### src/rtl/rps_round_controller.sv
// Rock-paper-scissors round sequencer: debounced start key, computer-choice select,
// scoring with saturating counters, and hand-off to the screen drawer.
module rps_round_controller #(
   parameter int DEBOUNCE      = 500000,
   parameter int READY_TIMEOUT = 1024
) (
   input  logic       CLOCK_50,
   input  logic       reset,
   input  logic       start_n,
   input  logic [1:0] mode,
   input  logic [1:0] user,
   input  logic [1:0] com_ra,
   input  logic [1:0] com_m,
   input  logic [1:0] com_re,
   input  logic       re_ready,
   input  logic       draw_done,
   output logic [1:0] com_loaded,
   output logic [1:0] user_loaded,
   output logic [7:0] user_score,
   output logic [7:0] com_score,
   output logic       uwin,
   output logic       cwin,
   output logic       equ,
   output logic       learn_valid,
   output logic       draw_start,
   output logic       fallback,
   output logic       invalid_press,
   output logic       busy
);
   localparam int DB_W = $clog2(DEBOUNCE + 1);
   localparam int TO_W = $clog2(READY_TIMEOUT + 1);

   localparam logic [2:0] IDLE       = 3'd0;
   localparam logic [2:0] WAIT_READY = 3'd1;
   localparam logic [2:0] LATCH      = 3'd2;
   localparam logic [2:0] SCORE      = 3'd3;
   localparam logic [2:0] WAIT_DRAW  = 3'd4;

   logic [2:0]      state;
   logic            key_s1, key_s2, key_db;
   logic [DB_W-1:0] db_cnt;
   logic [TO_W-1:0] to_cnt;
   logic            press;
   logic [1:0]      user_h, mode_h, com_raw, com_sel;
   logic            fb_h, u_beats, c_beats;

   // Synchronizer is left unreset so a key held through reset is already visible afterwards.
   always_ff @(posedge CLOCK_50) begin
      key_s1 <= start_n;
      key_s2 <= key_s1;
   end

   always_ff @(posedge CLOCK_50) begin
      if (reset) begin
         key_db <= 1'b1;
         db_cnt <= '0;
      end else if (key_s2 == key_db) begin
         db_cnt <= '0;
      end else if (db_cnt == DB_W'(DEBOUNCE - 1)) begin
         key_db <= key_s2;
         db_cnt <= '0;
      end else begin
         db_cnt <= db_cnt + DB_W'(1);
      end
   end

   // Press fires in the cycle the debounced level is about to fall.
   assign press = key_db && !key_s2 && (db_cnt == DB_W'(DEBOUNCE - 1));
   assign busy  = (state != IDLE);

   always_comb begin
      com_raw = com_ra;
      if (!fb_h) begin
         case (mode_h)
            2'b01:   com_raw = com_m;
            2'b10:   com_raw = com_re;
            default: com_raw = com_ra;
         endcase
      end
      com_sel = (com_raw == 2'b11) ? 2'b00 : com_raw;
   end

   // 00 rock, 01 scissor, 10 paper
   always_comb begin
      u_beats = (user_loaded == 2'b00 && com_loaded == 2'b01) ||
                (user_loaded == 2'b01 && com_loaded == 2'b10) ||
                (user_loaded == 2'b10 && com_loaded == 2'b00);
      c_beats = (com_loaded == 2'b00 && user_loaded == 2'b01) ||
                (com_loaded == 2'b01 && user_loaded == 2'b10) ||
                (com_loaded == 2'b10 && user_loaded == 2'b00);
   end

   always_ff @(posedge CLOCK_50) begin
      if (reset) begin
         state         <= IDLE;
         user_h        <= 2'b00;
         mode_h        <= 2'b00;
         fb_h          <= 1'b0;
         to_cnt        <= '0;
         com_loaded    <= 2'b00;
         user_loaded   <= 2'b00;
         user_score    <= 8'h00;
         com_score     <= 8'h00;
         uwin          <= 1'b0;
         cwin          <= 1'b0;
         equ           <= 1'b0;
         learn_valid   <= 1'b0;
         draw_start    <= 1'b0;
         fallback      <= 1'b0;
         invalid_press <= 1'b0;
      end else begin
         learn_valid   <= 1'b0;
         draw_start    <= 1'b0;
         invalid_press <= 1'b0;
         case (state)
            IDLE: begin
               if (press) begin
                  user_h <= user;
                  mode_h <= mode;
                  fb_h   <= 1'b0;
                  to_cnt <= '0;
                  if (user == 2'b11)
                     invalid_press <= 1'b1;
                  else if (mode == 2'b10 && !re_ready)
                     state <= WAIT_READY;
                  else
                     state <= LATCH;
               end
            end
            WAIT_READY: begin
               if (re_ready) begin
                  state <= LATCH;
               end else if (to_cnt == TO_W'(READY_TIMEOUT - 1)) begin
                  fb_h  <= 1'b1;
                  state <= LATCH;
               end else begin
                  to_cnt <= to_cnt + TO_W'(1);
               end
            end
            LATCH: begin
               com_loaded  <= com_sel;
               user_loaded <= user_h;
               uwin        <= 1'b0;
               cwin        <= 1'b0;
               equ         <= 1'b0;
               fallback    <= fb_h;
               state       <= SCORE;
            end
            SCORE: begin
               uwin <= u_beats;
               cwin <= c_beats;
               equ  <= !u_beats && !c_beats;
               if (u_beats && user_score != 8'hFF) user_score <= user_score + 8'd1;
               if (c_beats && com_score != 8'hFF)  com_score  <= com_score + 8'd1;
               learn_valid <= 1'b1;
               draw_start  <= 1'b1;
               state       <= WAIT_DRAW;
            end
            WAIT_DRAW: begin
               if (draw_done) state <= IDLE;
            end
            default: state <= IDLE;
         endcase
      end
   end
endmodule
### config.mk
export PLATFORM = sky130hd
export DESIGN_NAME = rps_round_controller
export DESIGN_NICKNAME = d
export VERILOG_FILES = /design/src/rtl/rps_round_controller.sv
export SDC_FILE = /design/constraint.sdc
export NUM_CORES = 1
export LEC_CHECK = 0
export ABC_AREA = 1
export ABC_CLOCK_PERIOD_IN_PS = 1400
export BUFFER_PORTS_ARGS = -buffer_cell sky130_fd_sc_hd__buf_2
export CAP_MARGIN = 20
export CORE_MARGIN = 2
export CORE_UTILIZATION = 40
export CTS_CLUSTER_DIAMETER = 200
export DETAILED_ROUTE_END_ITERATION = 10
export GPL_TIMING_DRIVEN = 0
export SETUP_SLACK_MARGIN = 0.02
export SLEW_MARGIN = 30
export SYNTH_ARGS = -nofsm -noshare
export SYNTH_HDL_FRONTEND = slang
export SYNTH_SLANG_ARGS = --single-unit
### constraint.sdc
create_clock -name CLOCK_50 -period 1.4 [get_ports CLOCK_50]
set_input_delay 0.21 -clock CLOCK_50 [delete_from_list [all_inputs] [get_ports CLOCK_50]]
set_output_delay 0.21 -clock CLOCK_50 [all_outputs]
set_load 0.02 [all_outputs]
# After elaboration in Yosys (flattened, before gate mapping)
# Cells that the tools add are included.
# Widths: inputs -> output; s select.
# classes
addsub,4
n_mul,0
div_mod_pow,0
order_cmp,0
n_eq_ne,25
n_shift,0
muxes,23
n_bitwise,3
reduce_logical,35
# op_table
operator,n
$mux 11,3
$pmux 11 s2,1
$add 19x1->19 const B,1
$eq 19x19->1 const B,1
$add 8x1->8 const B,2
$ne 8x8->1 const B,2
$mux 3,5
$pmux 3 s5,1
$eq 2x2->1 const B,6
$logic_and 1x1->1,12
$ne 2x2->1 const B,6
$reduce_and 4->1,3
$add 11x1->11 const B,1
$eq 11x10->1 const B,1
$pmux 1 s2,4
$reduce_and 2->1,4
$eq 2x1->1 const B,3
$eq 3x2->1 const B,2
$mux 2,3
$reduce_or 3->1,2
$mux 1,5
$logic_not 1->1,4
$logic_not 2->1,2
$logic_or 1x1->1,4
other kinds (9),12
# word_totals
regBits,67
latch_bits,0
ramBits,0
rom_bits,0
in_bits,15
output_inout_bits,28
n_memories,0

# Depth between registers and ports, before layout
# Gate-level depths: netlist of run 1.
# logic_depth
ltp_word,7
depth_mapped,11
ltp_nobuf,11

# Worst setup path after synthesis of run 1
# No wires, ideal clock.
# synth_timing
path_kind,reg2reg
start,reg db_cnt[0]
end,reg to_cnt[10]
t_arrival_ns,1.387
t_required_ns,1.286
path_slack_ns,-0.101
stages_incl_launch_ff,10
n_path_buf,1
synth_period_minus_slack_ns,1.501
cell_sequence,dfxtp_1 > ha_1 > nand3_1 > nor2_1 > nand4_2 > nand2_2 > nand3_2 > buf_6 > a21oi_1 > nor2_1
# synth_between
elab_chain_cells,4
# synth_rtl
element,line_no,source
"start, declared",41,logic [DB_W-1:0] db_cnt;
"start signal, assigned",63,db_cnt <= db_cnt + DB_W'(1);
$eq 19x19->1,68,assign press = key_db && !key_s2 && (db_cnt == DB_W'(DEBOUNCE - 1));
$logic_and 1x1->1,68,
$ne 2x2->1 (no source line),n/a,
$reduce_and 4->1 (no source line),n/a,
"end signal, assigned",137,to_cnt <= to_cnt + TO_W'(1);
"end, declared",42,logic [TO_W-1:0] to_cnt;
# Every way passes these cells.
# A chain may end at the register's enable or synchronous reset.

# Final worst setup path of run 1
# layout_timing
start,reg db_cnt[0]
end,reg to_cnt[8]
# The elaborated chain is that of the path after synthesis.

==> flow_metrics.py, run 1 <==
metrics = {
    "cells_and_area": {
        "final_nets": 619,
        "nFillCells": 841,
        "area_growth_pct": 39.0,
        "drive_above_1_share_pct": 40.9,
        "antenna_cells": 0,
        "finalNonFillerCells": 709,
    },
    "cts": {
        "cts_tree": "built",
        "root_buffer": "clkbuf_8",
        "cts_max_path_buffers": 2,
        "worstSkewPairLatency_ns": 0.35,
        "htreeDepth": 3,
        "cts_sinks": 67,
        "cts_made_buffers": 9,
        "clk_pin_slew_ns": 0.08,
    },
    "synth": {
        "ys_async_sr_fraction_pct": 0,
        "synth.avg_cell_area_sq_um": 6.92,
        "synth_edf_count": 0,
        "syn_area_sq_um": 3520,
        "synth_seq_cells": 67,
        "ys_warn_count": 0,
        "synth_seq_area_share_pct": 38.1,
        "syn_nets": 531,
        "synth.distinct_cells": 36,
        "ys.flop_type": "dfxtp_1",
        "syn_inst": 509,
    },
    "timing": {
        "final_max_slew_viol_count": 0,
        "grt_setup_unrepaired": "true",
        "skew_ns": 0.0115,
        "setup_viol_count_final": 46,
        "hold_ws_ns": 0.121,
        "slew_headroom_pct": 43.5,
        "finalCritPeriodShare_pct": 107,
        "worst_pin_slew_ns": 0.848,
        "setup_ws_ns": -0.104,
        "finalHoldViolations": 0,
        "clock.fmax_mhz": 665,
        "layout_min_cycle_time_ns": 1.50,
        "setup_tns_ns": -2.22,
    },
    "die": {
        "start_util_pct": 40.8,
        "io-pin-count": 43,
        "core_sq_um": 8640,
        "die-area_sq_um": 9580,
        "die_w_um": 97.9,
        "std_cell_rows": 34,
        "die_h_um": 97.9,
    },
    "placement": {
        "place_inst": 658,
        "io_buffers": 41,
        "pre_cts_slack_ns": -0.237,
        "gp_congestion": 0.808,
        "dp_hpwl_um": 6080,
    },
    "global_route": {
        "grt_use_met3_pct": 5.01,
        "use_met1_pct": 24.1,
        "met2_usage_pct": 31.9,
        "grt_max_degree": 12,
        "gr-max-usage-layer": "met2",
        "overflow": 0,
        "antenna_found_initial": 0,
        "grt_pass1_vias": 3314,
        "grt_pass1_wl_um": 15200,
        "grt.total_usage_pct": 19.3,
    },
    "setup_path": {
        "cp.required_ns": 1.59,
        "cp.arrival_ns": 1.70,
        "critPathCapture": "to_cnt[8]",
        "critPathMaxFanout": 5,
        "setup.worst_path.start": "db_cnt[0]",
        "crit_type": "reg2reg",
        "reg2regPathDepth": 9,
        "end_kind": "flip-flop",
        "reg2reg_from": "db_cnt[0]",
        "r2r_end": "to_cnt[8]",
        "cp-start-kind": "flip-flop",
        "r2r_setup_slack_ns": -0.10,
    },
    "route": {
        "via_per_inst": 5.21,
        "drtAntennaViolNets": 0,
        "dr.pass1.iters": 5,
        "routed_wirelength_um": 9780,
        "drc": 0,
        "drtIter0Drc": 170,
        "wl_per_cell_um": 13.8,
        "vias": 3696,
    },
    "power_and_ir_drop": {
        "fin_total_pwr_mw": 3.40,
        "peakVddDrop_mv": 0.380,
        "p_leak_nw": 1.98,
        "p_per_area_nw_per_um2": 694,
    },
    "status": {
        "status": "finished, violations left",
        "failed_checks": "negative setup slack",
    },
    "worst_hold_path": {
        "holdCritPathClass": "in2reg",
    },
    "run": {
        "timing.max_cap.violations": 0,
    },
}
flip-flops by register name (all words and copies together), names as in the netlist:
name and count:
fallback 1, user_loaded 2, draw_start 1, com_loaded 2
state 3, to_cnt 11, user_h 2, key_s1 1
mode_h 2, key_s2 1, com_score 8, key_db 1
uwin 1, db_cnt 19, equ 1, invalid_press 1
user_score 8, cwin 1, fb_h 1
kinds of logic (layout without fill, tap and decap cells):
family / after synthesis / after routing / share of synthesized area, %
and+or+nand+nor: 276 / 277 / 36.7
buffers and inverters: 78 / 169 / 8.91
DFF: 67 / 67 / 38.1
AOI/OAI and AO/OA: 64 / 64 / 9.66
xor gates and xnor gates: 17 / 17 / 4.22
adders and majority gates: 7 / 7 / 2.48
per-stage QoR:
step	cell area, sq um	utilization, %
6_report	4900	56.7
5_1_grt	4900	56.7
4_1_cts	4480	51.8
3_5_place_dp	3920	45.3
3_3_place_gp	3920	45.3
2_1_floorplan	3580	-
area by class of cell:
| cell class | count | area (sq um) | area share (%) |
|---|---|---|---|
| flip-flops and latches | 67 | 1390 | 28.4 |
| clock buffers | 11 | 131 | 2.68 |
| inverters | 66 | 265 | 5.42 |
| plain buffers | 12 | 97.6 | 1.99 |
| repair buffers | 76 | 495 | 10.1 |
| well taps | 108 | 135 | 2.76 |
| multi-input cells | 365 | 2360 | 48.2 |
| clock inverters | 4 | 20.0 | 0.409 |
Yosys cell counts, types with 7 or more instances:
cell type  number  share of area, %
nand2_1       115                12
dfxtp_1        67                38
inv_1          60               6.4
nor2_1         57               6.1
nand3_1        41               5.8
a21oi_1        39               5.5
nand4_1        27               4.8
o21ai_0        15               2.1
xor2_1          9               2.2
nor3_1          8               1.1
xnor2_1         8               2.0
ha_1            7               2.5
nor2_2          7               1.2
power by group:
group | leakage [nW] | internal [mW] | switching, mW
registers | 0.557 | 1.90 | 0.00458
clock network | 0.0827 | 0.622 | 0.747
logic | 1.34 | 0.0491 | 0.0788
how the worst min path moves through the flow:
stage	startpoint	to	slack, ns	cells past startpoint
floorplan	start_n	key_s1	0.24	0
global placement	start_n	key_s1	0.31	1
detailed placement	start_n	key_s1	0.31	1
CTS	mode[1]	mode_h[1]	0.11	3
global route	mode[1]	mode_h[1]	0.12	3
finish	mode[1]	mode_h[1]	0.12	3
timing repair:
item | in CTS | in global routing
gates resized for setup | 76 | 97
cloned | 3 | 0
hold endpoints to repair | 1 | 0
buffers inserted | 19 | 13
pin swaps | 29 | 40
hold buffers | 1 | 0
endpoints found under the setup margin | 58 | 59
layer usage:
metal | vias up | wire length [um]
li1 | 1838 | -
met3 | 9 | 447
met2 | 80 | 4870
met4 | 0 | 114
met5 | - | 0
met1 | 1769 | 4350
critical path, cell delays in order (launching register included):
cell	delay [ns]
dfxtp_4	0.37
ha_4	0.16
nand3_4	0.09
nor2_4	0.11
nand4_4	0.13
nand2_4	0.13
nand3_4	0.10
buf_6	0.15
nand2_1	0.05
a21oi_1	0.05
placed cells by master (no fill, tap or decap), drive strengths merged:
master / count
a211oi: 1
a21oi: 39
a31oi: 1
and3: 1
buf: 83
clkbuf: 15
clkinv: 4
dfxtp: 67
dlygate4sd3: 1
ha: 7
inv: 66
nand2: 119
nand3: 46
nand4: 28
nor2: 67
nor3: 9
nor3b: 2
nor4: 1
nor4b: 1
o21a: 3
o21ai: 18
o21bai: 1
o31ai: 1
or2: 3
xnor2: 8
xor2: 9
No activity file was read; power rests on OpenSTA's default activity.
==> inputs of run 2 (changes only) <==
BUFFER_PORTS_ARGS = default   (was -buffer_cell sky130_fd_sc_hd__buf_2)
CORE_MARGIN = default   (was 2)
DONT_BUFFER_PORTS = 1   (was default)
==> run 2 against run 1 <==
  * The run still ends with negative setup slack left
  * Sequential share of layout area grew 2.1 points
  * Final area shrank 3.1%
  * Total power shrank 1.0%
==> flow_metrics.py, run 2 (synthesized netlist as in run 1, its figures left out) <==
metrics = {
    "setup_path": {
        "cp-start-kind": "flip-flop",
        "critPathMaxFanout": 5,
        "cp.required_ns": 1.68,
        "crit_type": "reg2reg",
        "critPathMaxStageDelay_ns": 0.37,
        "cp.arrival_ns": 1.78,
        "worstPathCellList": "ha_4 > nand3_4 > nor2_4 > nand4_4 > nand2_4 > nand3_4 > buf_6 > nand2_2 > inv_2 > nor2_2",
        "crit_top_cell": "nand3_4",
        "end_kind": "flip-flop",
        "critPathSlowestCell": "dfxtp_4",
    },
    "timing": {
        "clock.fmax_mhz": 666,
        "final_max_slew_viol_count": 0,
        "setup_ws_ns": -0.102,
        "slew_headroom_pct": 54.6,
        "finalHoldViolations": 0,
        "layout_min_cycle_time_ns": 1.50,
        "setup_viol_count_final": 54,
        "skew_ns": 0.00676,
        "worst_pin_slew_ns": 0.680,
        "grt_setup_unrepaired": "true",
        "finalCritPeriodShare_pct": 107,
        "hold_ws_ns": 0.00833,
    },
    "route": {
        "via_per_inst": 5.26,
        "wl_per_cell_um": 14.2,
        "vias": 3496,
        "drtIter0Drc": 165,
        "dr.pass1.iters": 4,
        "drc": 0,
        "routed_wirelength_um": 9430,
        "drtAntennaViolNets": 0,
    },
    "power_and_ir_drop": {
        "p_leak_nw": 1.80,
        "p_per_area_nw_per_um2": 709,
        "seq_power_share_pct": 55.6,
        "peakVddDrop_mv": 0.425,
        "clkPwrFrac_pct": 41.1,
        "switching_share_pct": 24.5,
        "p_comb_share_pct": 3.3,
        "switchingPower_mw": 0.825,
        "p_int_mw": 2.54,
    },
    "cts": {
        "worstSkewPairLatency_ns": 0.34,
        "root_buffer": "clkbuf_8",
        "cts_made_buffers": 9,
        "cts_max_path_buffers": 2,
        "cts_sinks": 67,
        "clk_pin_slew_ns": 0.07,
        "htreeDepth": 3,
        "cts_tree": "built",
    },
    "cells_and_area": {
        "antenna_cells": 0,
        "finalNonFillerCells": 665,
        "final_cell_area_sq_um": 4750,
        "final_common_cell": "nand2_1",
        "layout_common_cells": "nand2_1, inv_1, nor2_1",
        "largest-register": "db_cnt",
        "area_growth_pct": 34.7,
        "reg_top3": "db_cnt: 19 flops, to_cnt: 11 flops",
        "drive_above_1_share_pct": 38.8,
        "final_nets": 577,
        "largest_register_ff_count": 19,
    },
    "placement": {
        "dp_hpwl_um": 5980,
        "io_buffers": 0,
        "pre_cts_slack_ns": -0.279,
        "place_inst": 614,
        "placed_area_sq_um": 3710,
        "gp_congestion": 0.819,
    },
    "die": {
        "die-area_sq_um": 9190,
        "die_w_um": 95.9,
        "io-pin-count": 43,
        "die_h_um": 95.9,
        "std_cell_rows": 33,
        "core_sq_um": 8380,
        "start_util_pct": 42.1,
    },
    "run": {
        "timing.max_cap.violations": 0,
    },
    "global_route": {
        "grt_pass1_wl_um": 14500,
        "overflow": 0,
        "antenna_found_initial": 0,
        "grt.total_usage_pct": 20.5,
        "grt_max_degree": 12,
        "grt_pass1_vias": 3137,
    },
    "status": {
        "status": "finished, violations left",
        "failed_checks": "negative setup slack",
    },
    "worst_hold_path": {
        "holdCritPathClass": "in2reg",
    },
}
-- run 2: cell type report --
cell class | instances | area, sq um
inverter | 66 | 263
tap | 105 | 131
clock inverter | 5 | 30.0
buffer | 12 | 93.8
clock buffer | 11 | 131
sequential | 67 | 1450
multi-input combinational | 365 | 2350
timing repair buffer | 34 | 297
fill | 759 | 3630
-- run 2: per-layer routing --
metal  wire (um)  GRT usage (%)
met1        4170           24.7
met2        4620           33.9
met3         550           7.42
met4          78           6.09
met5           0              0
-- run 2: worst paths after layout --
path	slack, ns	startpoint	cells after the start	end
min reg2reg	0.33	key_s1	0	key_s2
max	-0.10	db_cnt[1]	10	to_cnt[2]
max reg2reg	-0.10	db_cnt[1]	10	to_cnt[2]
min	0.008	mode[1]	2	mode_h[1]
-- run 2: through the flow --
| stage | power (mW) | setup TNS, ns | util, % |
|---|---|---|---|
| after floorplan | 2.01 | -0.00506 | - |
| after global placement | 2.03 | -7.44 | 44.2 |
| after detailed placement | 2.03 | -8.43 | 44.2 |
| after CTS | 3.40 | -1.75 | 50.8 |
| after global routing | 3.50 | -8.13 | 56.6 |
| final | 3.37 | -2.96 | 56.6 |
-- run 2: power groups by stage --
stage               combinational (mW)  sequential [mW]  clock (mW)
floorplan                       0.0480             1.96           0
global placement                0.0684             1.96           0
detailed placement              0.0690             1.96           0
CTS                             0.0788             1.90        1.42
global route                     0.121             1.87        1.51
finish                           0.110             1.87        1.38
-- run 2: repair_timing --
item	in CTS	in global routing
endpoints found under the hold margin	1	2
cloned	3	1
hold buffers	1	2
setup endpoints to repair	58	61
pin swaps	17	34
gates resized for setup	86	117
buffers inserted	18	10
-- run 2: worst max-delay path: cells and delay by family (launching register included) --
| kind | cells | cell delay, ns |
|---|---|---|
| adder cells (fa/ha/maj) | 1 | 0.17 |
| buffers and inverters | 2 | 0.19 |
| flip-flops | 1 | 0.37 |
| AND/OR/NAND/NOR | 7 | 0.70 |
==> inputs of run 3 (changes only) <==
CORE_MARGIN = 10   (was default)
==> run 3 against run 2 <==
  * The flow still finishes with violations (negative setup slack)
  * Hold slack gained 0.0068 ns
  * Critical path depth shrank 1
  * First-iteration DRC count grew 24%
  * Combinational power is essentially flat
  * Die area grew 41%
  * Routed wire length grew 1.7%
  * Critical path type unchanged
  * Largest cell class unchanged
  * Largest power group unchanged
==> flow_metrics.py, run 3 (synthesized netlist as in run 1, its figures left out) <==
metrics = {
    "power_and_ir_drop": {
        "p_per_area_nw_per_um2": 755,
        "seq_power_share_pct": 50.8,
        "switchingPower_mw": 0.845,
        "switching_share_pct": 23.0,
        "p_comb_share_pct": 3.0,
        "peakVddDrop_mv": 0.431,
        "p_int_mw": 2.83,
        "clkPwrFrac_pct": 46.2,
        "fin_total_pwr_mw": 3.67,
        "p_leak_nw": 1.83,
    },
    "timing": {
        "finalCritPeriodShare_pct": 107,
        "layout_min_cycle_time_ns": 1.50,
        "setup_tns_ns": -2.01,
        "grt_setup_unrepaired": "true",
        "worst_pin_slew_ns": 0.750,
        "slew_headroom_pct": 50.0,
        "setup_ws_ns": -0.102,
        "setup_viol_count_final": 37,
        "clock.fmax_mhz": 666,
        "finalHoldViolations": 0,
        "final_max_slew_viol_count": 0,
        "skew_ns": 0.0124,
    },
    "status": {
        "status": "finished, violations left",
        "failed_checks": "negative setup slack",
    },
    "cts": {
        "cts_max_path_buffers": 2,
        "cts_sinks": 67,
        "root_buffer": "clkbuf_8",
        "cts_tree": "built",
        "htreeDepth": 3,
        "clk_pin_slew_ns": 0.07,
        "cts_made_buffers": 9,
        "worstSkewPairLatency_ns": 0.35,
    },
    "cells_and_area": {
        "antenna_cells": 0,
        "drive_above_1_share_pct": 41.6,
        "final_common_cell": "nand2_1",
        "final_nets": 577,
        "largest_register_ff_count": 19,
        "area_growth_pct": 38.0,
        "largest-register": "db_cnt",
        "reg_top3": "db_cnt: 19 flops, to_cnt: 11 flops",
        "layout_common_cells": "nand2_1, inv_1, nor2_1",
    },
    "die": {
        "die_h_um": 114,
        "die-area_sq_um": 13000,
        "die_w_um": 114,
        "io-pin-count": 43,
        "start_util_pct": 40.8,
        "std_cell_rows": 34,
        "core_sq_um": 8640,
    },
    "global_route": {
        "grt_pass1_wl_um": 15100,
        "overflow": 0,
        "antenna_found_initial": 0,
        "grt_max_degree": 13,
        "grt.total_usage_pct": 14.1,
        "grt_pass1_vias": 3264,
    },
    "worst_hold_path": {
        "hold_depth": 2,
        "holdCritPathClass": "in2reg",
    },
    "placement": {
        "gp_congestion": 0.834,
        "dp_hpwl_um": 6220,
        "io_buffers": 0,
    },
    "route": {
        "dr.pass1.iters": 4,
        "vias": 3478,
        "wl_per_cell_um": 14.4,
        "via_per_inst": 5.21,
        "drc": 0,
        "drtAntennaViolNets": 0,
        "routed_wirelength_um": 9590,
        "drtIter0Drc": 205,
    },
    "setup_path": {
        "crit_type": "reg2reg",
        "critPathMaxFanout": 5,
        "end_kind": "flip-flop",
        "cp.required_ns": 1.60,
        "reg2regPathDepth": 9,
        "cp-start-kind": "flip-flop",
        "cp.arrival_ns": 1.70,
    },
    "run": {
        "timing.max_cap.violations": 0,
    },
}
## run 3: cell types whose count changed in the layout (fill, tap and decap cells not counted), moves of 4 or more
cell     delta
dfxtp_2     +4
inv_4       +4
dfxtp_1     -7
buf_6       -5
nor2_1      -5
nor2_2      +4
## run 3: final timing paths
| check | to | startpoint | slack (ns) |
|---|---|---|---|
| max | to_cnt[3] | db_cnt[1] | -0.10 |
| min | user_h[0] | user[0] | 0.02 |
| max reg2reg | to_cnt[3] | db_cnt[1] | -0.10 |
| min reg2reg | key_s2 | key_s1 | 0.34 |
## run 3: timing repair
item                                    in CTS  in global routing
resized for setup                           98                116
buffers inserted                            17                 14
pin swaps                                   28                 39
endpoints found under the hold margin        1                  1
hold buffers                                 1                  1
endpoints found under the setup margin      58                 61
gates cloned                                 1                  2
## run 3: layout make-up
type                       count  area [sq um]
buffer                        12          96.3
clock buffer                  11           151
timing repair buffer          35           329
multi-input combinational    364          2360
clock inverter                 5          60.1
inverter                      66           268
tap                          108           135
sequential                    67          1460
fill                         788          3770
## run 3: routing by layer
layer | GRT usage [%] | vias to the layer above | share of wire (%)
met3 | 5.62 | 10 | 6.6
met4 | 5.35 | 0 | 1.1
met1 | 16.4 | 1631 | 44
met2 | 22.8 | 71 | 49
li1 | - | 1766 | -
met5 | 0 | - | 0
## run 3: power by group through the flow
stage               Combinational (mW)  Clock, mW  Sequential, mW
floorplan                       0.0480          0            1.96
global placement                0.0682          0            1.96
detailed placement              0.0699          0            1.96
CTS                             0.0871       1.74            1.90
global route                     0.121       1.84            1.87
finish                           0.111       1.69            1.87
## run 3: critical path, stage by stage (launching register included)
cell	delay (ns)
dfxtp_4	0.37
ha_4	0.16
nand3_4	0.09
nor2_4	0.12
nand4_4	0.13
nand2_4	0.13
nand3_4	0.10
buf_6	0.15
nand2_2	0.05
a21oi_1	0.05
## run 3: through the flow
step,hold WS (ns),utilization (%),cell area (sq um),instances,setup slack (ns)
after CTS,0.00405,50.3,4350,652,-0.0937
after detailed placement,0.238,43.0,3710,617,-0.239
final,0.0152,56.3,4860,668,-0.102
after global routing,0.00921,56.3,4860,668,-0.175
after global placement,0.238,43.0,3710,617,-0.211
after floorplan,0.238,-,3580,509,-0.00506
